==> config.mk <==
export PLATFORM = sky130hd
export DESIGN_NAME = lsu_axi_master_flat
export DESIGN_NICKNAME = d
export VERILOG_FILES = /design/src/rtl/lsu_axi_master_if.sv /design/src/rtl/lsu_axi_master.sv /design/src/flat_wrapper.sv
export SDC_FILE = /design/constraint.sdc
export NUM_CORES = 1
export LEC_CHECK = 0
export BUFFER_PORTS_ARGS = -buffer_cell sky130_fd_sc_hd__buf_2
export CAP_MARGIN = 20
export CELL_PAD_IN_SITES_DETAIL_PLACEMENT = 1
export CELL_PAD_IN_SITES_GLOBAL_PLACEMENT = 1
export CORE_UTILIZATION = 30
export CTS_CLUSTER_DIAMETER = 100
export DETAILED_ROUTE_END_ITERATION = 7
export PLACE_DENSITY_LB_ADDON = 0.08
export SYNTH_ARGS = -nofsm -noshare
export SYNTH_HDL_FRONTEND = slang
export SYNTH_SLANG_ARGS = --single-unit
==> constraint.sdc <==
create_clock -name clk -period 1.8 [get_ports clk]
set_input_delay 0.36 -clock clk [delete_from_list [all_inputs] [get_ports clk]]
set_output_delay 0.36 -clock clk [all_outputs]
set_load 0.005 [all_outputs]
==> src/rtl/lsu_axi_master_if.sv <==
// AXI-lite read/write channel bundle between the LSU back end and the data SRAM slave.
interface lsu_axi_master_if #(
  parameter int ADDR_W = 32,
  parameter int DATA_W = 32
);
  logic [ADDR_W-1:0]   araddr;
  logic                arvalid;
  logic                arready;
  logic [DATA_W-1:0]   rdata;
  logic [1:0]          rresp;
  logic                rvalid;
  logic                rready;
  logic [ADDR_W-1:0]   awaddr;
  logic                awvalid;
  logic                awready;
  logic [DATA_W-1:0]   wdata;
  logic [DATA_W/8-1:0] wstrb;
  logic                wvalid;
  logic                wready;
  logic [1:0]          bresp;
  logic                bvalid;
  logic                bready;

  modport master (
    output araddr, arvalid, input arready,
    input  rdata, rresp, rvalid, output rready,
    output awaddr, awvalid, input awready,
    output wdata, wstrb, wvalid, input wready,
    input  bresp, bvalid, output bready
  );

  modport slave (
    input  araddr, arvalid, output arready,
    output rdata, rresp, rvalid, input rready,
    input  awaddr, awvalid, output awready,
    input  wdata, wstrb, wvalid, output wready,
    output bresp, bvalid, input bready
  );
endinterface

==> src/rtl/lsu_axi_master.sv <==
// LSU back end: one core load/store request -> one AXI-lite transaction, one outstanding.
// Optional memory trace printed when LSU_MTRACE_EN is defined.
module lsu_axi_master #(
  parameter int ADDR_W = 32,
  parameter int DATA_W = 32
) (
  input  logic              clk,
  input  logic              rst,
  input  logic              req_valid,
  output logic              req_ready,
  input  logic              req_we,
  input  logic [ADDR_W-1:0] req_addr,
  input  logic [DATA_W-1:0] req_wdata,
  input  logic [1:0]        req_size,
  input  logic              req_unsigned,
  output logic              resp_valid,
  output logic [DATA_W-1:0] resp_rdata,
  output logic              resp_err,
  lsu_axi_master_if.master  axi
);

  localparam logic [2:0] S_IDLE  = 3'd0;
  localparam logic [2:0] S_RADDR = 3'd1;
  localparam logic [2:0] S_RDATA = 3'd2;
  localparam logic [2:0] S_WRITE = 3'd3;
  localparam logic [2:0] S_WRESP = 3'd4;
  localparam logic [2:0] S_DONE  = 3'd5;

`ifdef LSU_MTRACE_EN
  logic [ADDR_W-1:0] r_addr;
  logic [DATA_W-1:0] r_wdata;
`endif

  logic [2:0]          state;
  logic [1:0]          r_off;
  logic [1:0]          r_size;
  logic                r_uns;
  logic                aw_done;
  logic                w_done;
  logic                misaligned;
  logic [DATA_W-1:0]   lane_data;
  logic [DATA_W/8-1:0] lane_strb;
  logic [DATA_W-1:0]   shifted;
  logic [DATA_W-1:0]   load_data;
  logic                ar_hs, r_hs, aw_hs, w_hs, b_hs;

  assign req_ready   = (state == S_IDLE);
  assign resp_valid  = (state == S_DONE);
  assign axi.arvalid = (state == S_RADDR);
  assign axi.rready  = (state == S_RDATA);
  assign axi.awvalid = (state == S_WRITE) && !aw_done;
  assign axi.wvalid  = (state == S_WRITE) && !w_done;
  assign axi.bready  = (state == S_WRESP);

  assign ar_hs = axi.arvalid & axi.arready;
  assign r_hs  = axi.rvalid  & axi.rready;
  assign aw_hs = axi.awvalid & axi.awready;
  assign w_hs  = axi.wvalid  & axi.wready;
  assign b_hs  = axi.bvalid  & axi.bready;

  // NOTE: every always_comb output gets a default first so no path leaves it unassigned (no latch).
  always_comb begin
    misaligned = 1'b0;
    case (req_size)
      2'b01:   misaligned = req_addr[0];
      2'b10:   misaligned = |req_addr[1:0];
      2'b11:   misaligned = 1'b1;
      default: misaligned = 1'b0;
    endcase
  end

  always_comb begin
    lane_data = req_wdata;
    lane_strb = '1;
    case (req_size)
      2'b00: begin
        lane_data = {4{req_wdata[7:0]}};
        lane_strb = 4'b0001 << req_addr[1:0];
      end
      2'b01: begin
        lane_data = {2{req_wdata[15:0]}};
        lane_strb = 4'b0011 << req_addr[1:0];
      end
      default: ;
    endcase
  end

  // Returned word is shifted so the addressed byte sits in lane 0 before extension.
  always_comb begin
    shifted   = axi.rdata >> {r_off, 3'b000};
    load_data = shifted;
    case (r_size)
      2'b00:   load_data = r_uns ? {24'b0, shifted[7:0]}  : {{24{shifted[7]}},  shifted[7:0]};
      2'b01:   load_data = r_uns ? {16'b0, shifted[15:0]} : {{16{shifted[15]}}, shifted[15:0]};
      default: load_data = shifted;
    endcase
  end

  // NOTE: sequential state uses non-blocking assignments so all registers update together.
  always_ff @(posedge clk) begin
    if (rst) begin
      state      <= S_IDLE;
      r_off      <= 2'b00;
      r_size     <= 2'b00;
      r_uns      <= 1'b0;
      aw_done    <= 1'b0;
      w_done     <= 1'b0;
      resp_err   <= 1'b0;
      resp_rdata <= '0;
      axi.araddr <= '0;
      axi.awaddr <= '0;
      axi.wdata  <= '0;
      axi.wstrb  <= '0;
`ifdef LSU_MTRACE_EN
      r_addr     <= '0;
      r_wdata    <= '0;
`endif
    end else begin
      case (state)
        S_IDLE: if (req_valid) begin
          r_off  <= req_addr[1:0];
          r_size <= req_size;
          r_uns  <= req_unsigned;
`ifdef LSU_MTRACE_EN
          r_addr  <= req_addr;
          r_wdata <= req_wdata;
`endif
          if (misaligned) begin
            resp_err   <= 1'b1;
            resp_rdata <= '0;
            state      <= S_DONE;
          end else if (req_we) begin
            axi.awaddr <= {req_addr[ADDR_W-1:2], 2'b00};
            axi.wdata  <= lane_data;
            axi.wstrb  <= lane_strb;
            aw_done    <= 1'b0;
            w_done     <= 1'b0;
            state      <= S_WRITE;
          end else begin
            axi.araddr <= {req_addr[ADDR_W-1:2], 2'b00};
            state      <= S_RADDR;
          end
        end
        S_RADDR: if (ar_hs) state <= S_RDATA;
        S_RDATA: if (r_hs) begin
          resp_err   <= |axi.rresp;
          resp_rdata <= (axi.rresp == 2'b00) ? load_data : '0;
          state      <= S_DONE;
`ifdef LSU_MTRACE_EN
          $display("MTRACE is_write=%0d addr=%h data=%h size=%0d", 1'b0, r_addr, load_data, r_size);
`endif
        end
        S_WRITE: begin
          if (aw_hs) aw_done <= 1'b1;
          if (w_hs)  w_done  <= 1'b1;
          if ((aw_done || aw_hs) && (w_done || w_hs)) state <= S_WRESP;
        end
        S_WRESP: if (b_hs) begin
          resp_err   <= |axi.bresp;
          resp_rdata <= '0;
          state      <= S_DONE;
`ifdef LSU_MTRACE_EN
          $display("MTRACE is_write=%0d addr=%h data=%h size=%0d", 1'b1, r_addr, r_wdata, r_size);
`endif
        end
        S_DONE:  state <= S_IDLE;
        default: state <= S_IDLE;
      endcase
    end
  end

endmodule

==> src/flat_wrapper.sv <==
// flat-port wrapper written by rule: the top's interface ports become plain ports
module lsu_axi_master_flat 
#(
  parameter int ADDR_W = 32,
  parameter int DATA_W = 32
)
  (clk, rst, req_valid, req_ready, req_we, req_addr, req_wdata, req_size, req_unsigned, resp_valid, resp_rdata, resp_err, axi_araddr, axi_arvalid, axi_arready, axi_rdata, axi_rresp, axi_rvalid, axi_rready, axi_awaddr, axi_awvalid, axi_awready, axi_wdata, axi_wstrb, axi_wvalid, axi_wready, axi_bresp, axi_bvalid, axi_bready);
  lsu_axi_master_if #(.ADDR_W(ADDR_W), .DATA_W(DATA_W)) axi_i ();
  input  logic clk;
  input  logic rst;
  input  logic req_valid;
  output logic req_ready;
  input  logic req_we;
  input  logic [ADDR_W-1:0] req_addr;
  input  logic [DATA_W-1:0] req_wdata;
  input  logic [1:0] req_size;
  input  logic req_unsigned;
  output logic resp_valid;
  output logic [DATA_W-1:0] resp_rdata;
  output logic resp_err;
  output wire logic [$bits(axi_i.araddr)-1:0] axi_araddr;
  output wire logic [$bits(axi_i.arvalid)-1:0] axi_arvalid;
  input wire logic [$bits(axi_i.arready)-1:0] axi_arready;
  input wire logic [$bits(axi_i.rdata)-1:0] axi_rdata;
  input wire logic [$bits(axi_i.rresp)-1:0] axi_rresp;
  input wire logic [$bits(axi_i.rvalid)-1:0] axi_rvalid;
  output wire logic [$bits(axi_i.rready)-1:0] axi_rready;
  output wire logic [$bits(axi_i.awaddr)-1:0] axi_awaddr;
  output wire logic [$bits(axi_i.awvalid)-1:0] axi_awvalid;
  input wire logic [$bits(axi_i.awready)-1:0] axi_awready;
  output wire logic [$bits(axi_i.wdata)-1:0] axi_wdata;
  output wire logic [$bits(axi_i.wstrb)-1:0] axi_wstrb;
  output wire logic [$bits(axi_i.wvalid)-1:0] axi_wvalid;
  input wire logic [$bits(axi_i.wready)-1:0] axi_wready;
  input wire logic [$bits(axi_i.bresp)-1:0] axi_bresp;
  input wire logic [$bits(axi_i.bvalid)-1:0] axi_bvalid;
  output wire logic [$bits(axi_i.bready)-1:0] axi_bready;
  assign axi_araddr = axi_i.araddr;
  assign axi_arvalid = axi_i.arvalid;
  assign axi_i.arready = axi_arready;
  assign axi_i.rdata = axi_rdata;
  assign axi_i.rresp = axi_rresp;
  assign axi_i.rvalid = axi_rvalid;
  assign axi_rready = axi_i.rready;
  assign axi_awaddr = axi_i.awaddr;
  assign axi_awvalid = axi_i.awvalid;
  assign axi_i.awready = axi_awready;
  assign axi_wdata = axi_i.wdata;
  assign axi_wstrb = axi_i.wstrb;
  assign axi_wvalid = axi_i.wvalid;
  assign axi_i.wready = axi_wready;
  assign axi_i.bresp = axi_bresp;
  assign axi_i.bvalid = axi_bvalid;
  assign axi_bready = axi_i.bready;
  lsu_axi_master #(.ADDR_W(ADDR_W), .DATA_W(DATA_W)) u_core (.clk(clk), .rst(rst), .req_valid(req_valid), .req_ready(req_ready), .req_we(req_we), .req_addr(req_addr), .req_wdata(req_wdata), .req_size(req_size), .req_unsigned(req_unsigned), .resp_valid(resp_valid), .resp_rdata(resp_rdata), .resp_err(resp_err), .axi(axi_i));
endmodule
## Yosys cells after proc, flatten, opt, wreduce, memory -nomap -nowiden

Index checks and enable logic that the tools add are counted.

| operators by class | value |
|---|---|
| bitwise gates (word level) | 7 |
| $mul | 0 |
| muxes and demuxes | 32 |
| div/mod/pow operators | 0 |
| shifts and indexed selects | 3 |
| add/subtract/negate cells | 0 |
| equal/unequal tests | 19 |
| reductions and logical operators | 23 |
| $lt $le $gt $ge | 0 |

Operators with widths:

| operator | number |
|---|---|
| $mux W32 | 7 |
| $pmux W32 S2 | 2 |
| $pmux W32 S3 | 1 |
| $shr A32 B5 Y32 | 1 |
| $reduce_and A5 Y1 | 4 |
| $mux W3 | 6 |
| $pmux W3 S5 | 1 |
| $ne A2 B2 Y1 const B | 6 |
| $mux W1 | 9 |
| $ne A2 B1 Y1 const B | 4 |
| $pmux W4 S2 | 1 |
| $reduce_and A4 Y1 | 2 |
| $eq A3 B2 Y1 const B | 2 |
| $eq A3 B3 Y1 const B | 2 |
| $logic_not A2 Y1 | 3 |
| $pmux W1 S3 | 2 |
| $reduce_or A2 Y1 | 3 |
| $and A1 B1 Y1 | 5 |
| $eq A2 B1 Y1 const B | 2 |
| $eq A2 B2 Y1 const B | 2 |
| $pmux W1 S2 | 2 |
| $shl A1 B2 Y4 const A | 1 |
| $shl A2 B2 Y4 const A | 1 |
| $eq A3 B1 Y1 const B | 1 |
| 9 further kinds | 14 |

| storage, ports and cells | value |
|---|---|
| register bits | 139 |
| ROM bits | 0 |
| output and inout bits | 140 |
| bits of input ports | 112 |
| latch bits | 0 |
| memory bits (writable) | 0 |
| memories | 0 |

## Logic depth before layout (Yosys ltp)

| depth | value |
|---|---|
| word-level depth | 7 |
| mapped depth | 8 |
| depth with buffers taken out | 4 |

## Worst setup path after synthesis

Ideal clock, no wire load.

| timing | value |
|---|---|
| kind | register -> register |
| from | register u_core.r_off[0] |
| to | register u_core.resp_rdata[21] |
| stages on the path, launching flop included | 7 |
| slack | -0.145 ns |
| period minus slack after synthesis | 1.945 ns |
| arrival | 1.826 ns |
| buffers on the path | 2 |
| cell sequence | dfxtp_1 -> buf_2 -> mux2_2 -> mux4_2 -> o21bai_2 -> buf_2 -> o2bb2ai_1 |

| between the ends | value |
|---|---|
| cells in the longest elaborated chain, start to end | 6 |
| elaborated cells between the ends (all ways) | 7 |
| classes of those cells | shift: 1; mux: 6 |

Ends and longest elaborated chain:

| item | RTL line | source |
|---|---|---|
| start, declared | lsu_axi_master.sv:35 | `logic [1:0] r_off;` |
| start signal, assigned | lsu_axi_master.sv:121 | `r_off <= req_addr[1:0];` |
| $shr A32 B5 Y32 (*) | lsu_axi_master.sv:90 | `shifted = axi.rdata >> {r_off, 3'b000};` |
| $mux W32 (on tied branches) | lsu_axi_master.sv:94, lsu_axi_master.sv:93 |  |
| $pmux W32 S2 (*) | lsu_axi_master.sv:92 | `case (r_size)` |
| $mux W32 (*) | lsu_axi_master.sv:147 | `resp_rdata <= (axi.rresp == 2'b00) ? load_data : '0;` |
| $mux W32 (*) | lsu_axi_master.sv:145 | `S_RDATA: if (r_hs) begin` |
| $pmux W32 S3 (*) | lsu_axi_master.sv:119 | `case (state)` |
| end signal, assigned | lsu_axi_master.sv:147 |  |
| end, declared | lsu_axi_master.sv:17 | `output logic [DATA_W-1:0] resp_rdata,` |

Every way passes the cells marked *; elsewhere a longest branch is shown, timed or not. The select of a mux whose other input is x is not followed.
A chain may end at the register's enable or synchronous reset.

## Worst setup path after layout

| timing | value |
|---|---|
| from | register u_core.state[2] |
| to | register u_core.axi.araddr[24] |

| between the ends | value |
|---|---|
| cells in the longest elaborated chain, start to end | 2 |

Ends and longest elaborated chain:

| item | RTL line | source |
|---|---|---|
| start, declared | lsu_axi_master.sv:34 | `logic [2:0] state;` |
| start signal, assigned | lsu_axi_master.sv:102 | `state <= S_IDLE;` |
| start signal, assigned | lsu_axi_master.sv:131 | `state <= S_DONE;` |
| start signal, assigned | lsu_axi_master.sv:138 | `state <= S_WRITE;` |
| $logic_not A3 Y1 | lsu_axi_master.sv:119 |  |
| $reduce_and A4 Y1 (no line) | - |  |
| end signal, assigned | lsu_axi_master.sv:140 | `axi.araddr <= {req_addr[ADDR_W-1:2], 2'b00};` |
| end, declared | lsu_axi_master_if.sv:25 | `output araddr, arvalid, input arready,` |

Every way passes these cells.

==> summary.md <==
## Place
* 247 — IO Port Bufs
* 1213 — total placed cells including tap cells
* 15580 um — half-perimeter wire length after placement
* 0.007818 mm^2 — area of placed instances
* 0.8358 — global placer's final weighted congestion

## Power
* 29.28% — Sw Share
* 0.004106 uW — leakage
* 0.0006395 V — Worst VDD drop
* 951.4 mW/mm^2 — power per cell area
* 2572 uW — Net Sw Power
* 8784 uW — power consumption
* 37.9% — sequential fraction of design power
* 6211 uW — internal power summed over all cells
* 40.7% — clock network power share
* 21.3% — proportion of power drawn by combinational gates

## Critical path
* flip-flop — critical path endpoint category
* 3 — critical path buffer and inverter count
* reg2reg — Worst Setup Path Type
* u_core.state[2] — origin of the worst setup path
* 0.57 ns — largest stage delay on the critical path
* simple AND/OR/NAND/NOR gates — category of cells accounting for the largest share of critical-path delay
* 8 — Max Fanout on Critical Path
* or4b_4, buf_6, a211oi_4, buf_6, clkbuf_16, nand2_4, a21oi_2 — worst path cell trace
* 2.22 ns — Crit path arrival time
* or4b_4 — cell with the largest stage delay on the worst path
* 2.15 ns — endpoint required time on the critical path
* flip-flop — startpoint class of the critical path
* u_core.state[2] — worst r2r src
* buf_6 — most frequent cell on the critical path

## Logic synthesis
* 17.29% — basic-gate share of the synthesized area counting and, or, nand and nor cells
* 7.941% — mux share of post-synthesis cell area
* 40 — unique cell type count in the Yosys netlist
* 47.35% — sequential fraction of the synthesis area
* 8.301 um^2 — Post-Syn Area per Cell
* 0 — count of yosys warnings during synthesis
* 139 — total of flip-flops plus latches after synthesis
* 0.005877 mm^2 — netlist area before placement
* 708 — number of standard cells after synthesis
* compound AO/OA/AOI/OAI gates — dominant combinational cell family by area after synthesis
* 0% — adder-cell area share of the yosys netlist
* 22.14% — complex-gate fraction of the synthesized area
* 0% — area share of xor/xnor cells in the synthesized design

## Timing
* -1.303 ns — total negative slack for setup checks
* 0.5322 GHz — Max Clock Freq
* true — unrepaired setup endpoints after global routing
* 56.93% — worst slew margin relative to its limit
* 32 — number of endpoints failing setup at the final stage
* 104.4% — portion of the clock cycle consumed by the worst path in the final layout
* 0.009108 ns — clock skew after layout
* 0.6461 ns — worst-margin pin slew
* 0 — final-report max-slew violation count
* 1.879 ns — min cycle time layout
* 0 — endpoints failing hold
* -0.07904 ns — worst path setup slack after routing

## Clock network
* 2 — Clock Tree Buf Depth
* clkbuf_16 — Root Buffer Master
* 0.06 ns — clock-pin slew on the worst setup and hold paths
* 17 — TritonCTS buffer count
* 4 — H-tree levels
* yes — CTS tree
* 0.42 ns — clk_lat worst skew
* 0 — hold buffers post-CTS
* 139 — clock sink count

## Hold path
* req_addr[25] — Worst Min Path Start
* in2reg — Hold WC Path Type

## Final layout
* 57.10% — Synth-to-Final Area Change
* 1096 — Net count, final
* 1260 — non-filler instance count after layout
* 0.009233 mm^2 — final standard cell area without fillers
* 46.94% — fraction of final layout cells with drive strength greater than 1
* buf_2 — commonest non-fill, non-tap cell in the layout
* buf_2 (246), nand2_1 (141), dfxtp_1 (135) — leading cell types in the layout, fill and taps excluded

## Run status
* finished with violations — status
* negative setup slack — violated checks

## Global route
* 6301 — number of global-route vias before repair
* 4 — initial antenna violation count
* 21.10% — aggregate global-route resource usage
* 0 — global-route congestion overflow total
* 33250 um — wire length of the first global-routing pass
* 108 — pin count of the biggest net entering global routing

## Floorplan
* 252 — number of top-level pins
* 0.01896 mm^2 — core area
* 142.0 um — horizontal die dimension
* 0.02015 mm^2 — die footprint
* 31.00% — Starting Density
* 50 — num rows
* 142.0 um — y dimension of the die

## Routing
* 0 — count of antenna-violating nets left after detailed routing
* 6258 — Via Count
* 17.97 um — average wire per cell in the routed design
* 4.967 — drt via density
* 4 — Detailed Routing Iterations Pass 1
* 0 — drt drc
* 224 — drt initial violations
* 22650 um — Routed Wire Length

## Run
* 0 — max-capacitance violation count

-- cell usage after synthesis, drive strengths merged --
| library cell | count | area [um^2] |
|---|---|---|
| a211oi | 13 | 102.6 |
| o21ai | 18 | 90.09 |
| and3 | 1 | 6.260 |
| or2 | 1 | 6.260 |
| nand2 | 174 | 653.1 |
| a21o | 1 | 7.510 |
| and2 | 2 | 12.51 |
| a221o | 1 | 10.01 |
| a2111oi | 2 | 17.52 |
| a31oi | 3 | 18.77 |
| inv | 6 | 22.52 |
| nor3 | 11 | 55.05 |
| a21oi | 115 | 575.6 |
| nor2b | 5 | 31.28 |
| a21boi | 1 | 7.510 |
| nor4b | 1 | 15.01 |
| or3 | 2 | 12.51 |
| o211ai | 10 | 75.07 |
| nand4b | 1 | 8.760 |
| buf | 24 | 141.4 |
| nand2b | 1 | 6.260 |
| nor2 | 40 | 150.1 |
| o21bai | 1 | 11.26 |
| conb | 1 | 3.750 |
| mux2 | 11 | 123.9 |
| nand3b | 1 | 7.510 |
| o2bb2ai | 24 | 210.2 |
| a311oi | 10 | 87.58 |
| nor4 | 3 | 18.77 |
| o22a | 1 | 8.760 |
| a22o | 9 | 78.83 |
| dfxtp | 139 | 2783 |
| clkbuf | 38 | 142.6 |
| or4b | 1 | 10.01 |
| nor3b | 3 | 22.52 |
| mux4 | 1 | 22.52 |
| mux2i | 32 | 320.3 |
-- routing by layer --
metal / global-route usage, % / up-vias / share of wire (%)
met1: 25.21 / 3024 / 42
li1: - / 3016 / -
met4: 8.546 / 2 / 2.4
met5: 0 / - / 0.053
met3: 5.888 / 38 / 5.4
met2: 35.68 / 178 / 51
-- per-stage QoR --
stage | hold slack, ns | setup WS (ns) | utilization [%]
after global placement | 0.4408 | -0.1347 | 41.24
after floorplan | 0.4527 | -0.007711 | -
after detailed placement | 0.4454 | -0.1741 | 41.24
after CTS | 0.1770 | -0.02231 | 44.75
final | 0.1868 | -0.07904 | 48.71
after global routing | 0.1784 | -0.1135 | 48.71
-- repair_timing --
action / in CTS / in global routing
setup buffers: 3 / 5
pin swaps: 2 / 57
gates cloned: 0 / 4
endpoints found under the setup margin: 102 / 105
resized for setup: 16 / 132
-- power by group through the flow --
stage | registers [uW] | logic, uW | clock network [uW]
final | 3330 | 1870 | 3580
after global placement | 3380 | 1540 | 0
after detailed placement | 3390 | 1580 | 0
after global routing | 3350 | 2040 | 3790
after CTS | 3320 | 1630 | 3640
after floorplan | 3380 | 810 | 0
-- tightest hold or removal path, cell delays in order --
cell and delay [ns]:
buf_2 0.11, nand2_2 0.05, a21oi_2 0.04
-- registers in the layout (all words and copies together), names as in the netlist --
name,count
u_core.r_size,2
u_core.w_done,1
u_core.aw_done,1
u_core.axi.wdata,32
u_core.r_off,2
u_core.axi.araddr,30
u_core.axi.wstrb,4
u_core.resp_err,1
u_core.state,3
u_core.axi.awaddr,30
u_core.r_uns,1
u_core.resp_rdata,32
-- layout make-up --
cell class,count,area (um^2)
diodes,3,7.507
clock buffers,20,456.7
clock inverters,12,138.9
fillers,2298,9723
inverters,6,22.52
multi-input cells,504,3465
flip-flops and latches,139,2790
well taps,260,325.3
repair buffers,316,2027
-- kinds of logic after synthesis --
kind of cell	Yosys count
and+or+nand+nor	247
AOI/OAI and AO/OA	209
DFF	139
buffers and inverters	68
muxes	44
other	1
-- path summary, 6_finish.rpt --
check | to | slack [ns] | cells after the start
max | u_core.axi.araddr[24] | -0.08 | 7
min | u_core.axi.araddr[25] | 0.19 | 3
max reg2reg | u_core.axi.araddr[24] | -0.08 | 7
min reg2reg | u_core.axi.awaddr[27] | 0.45 | 2
(Power assumes the default switching activity.)
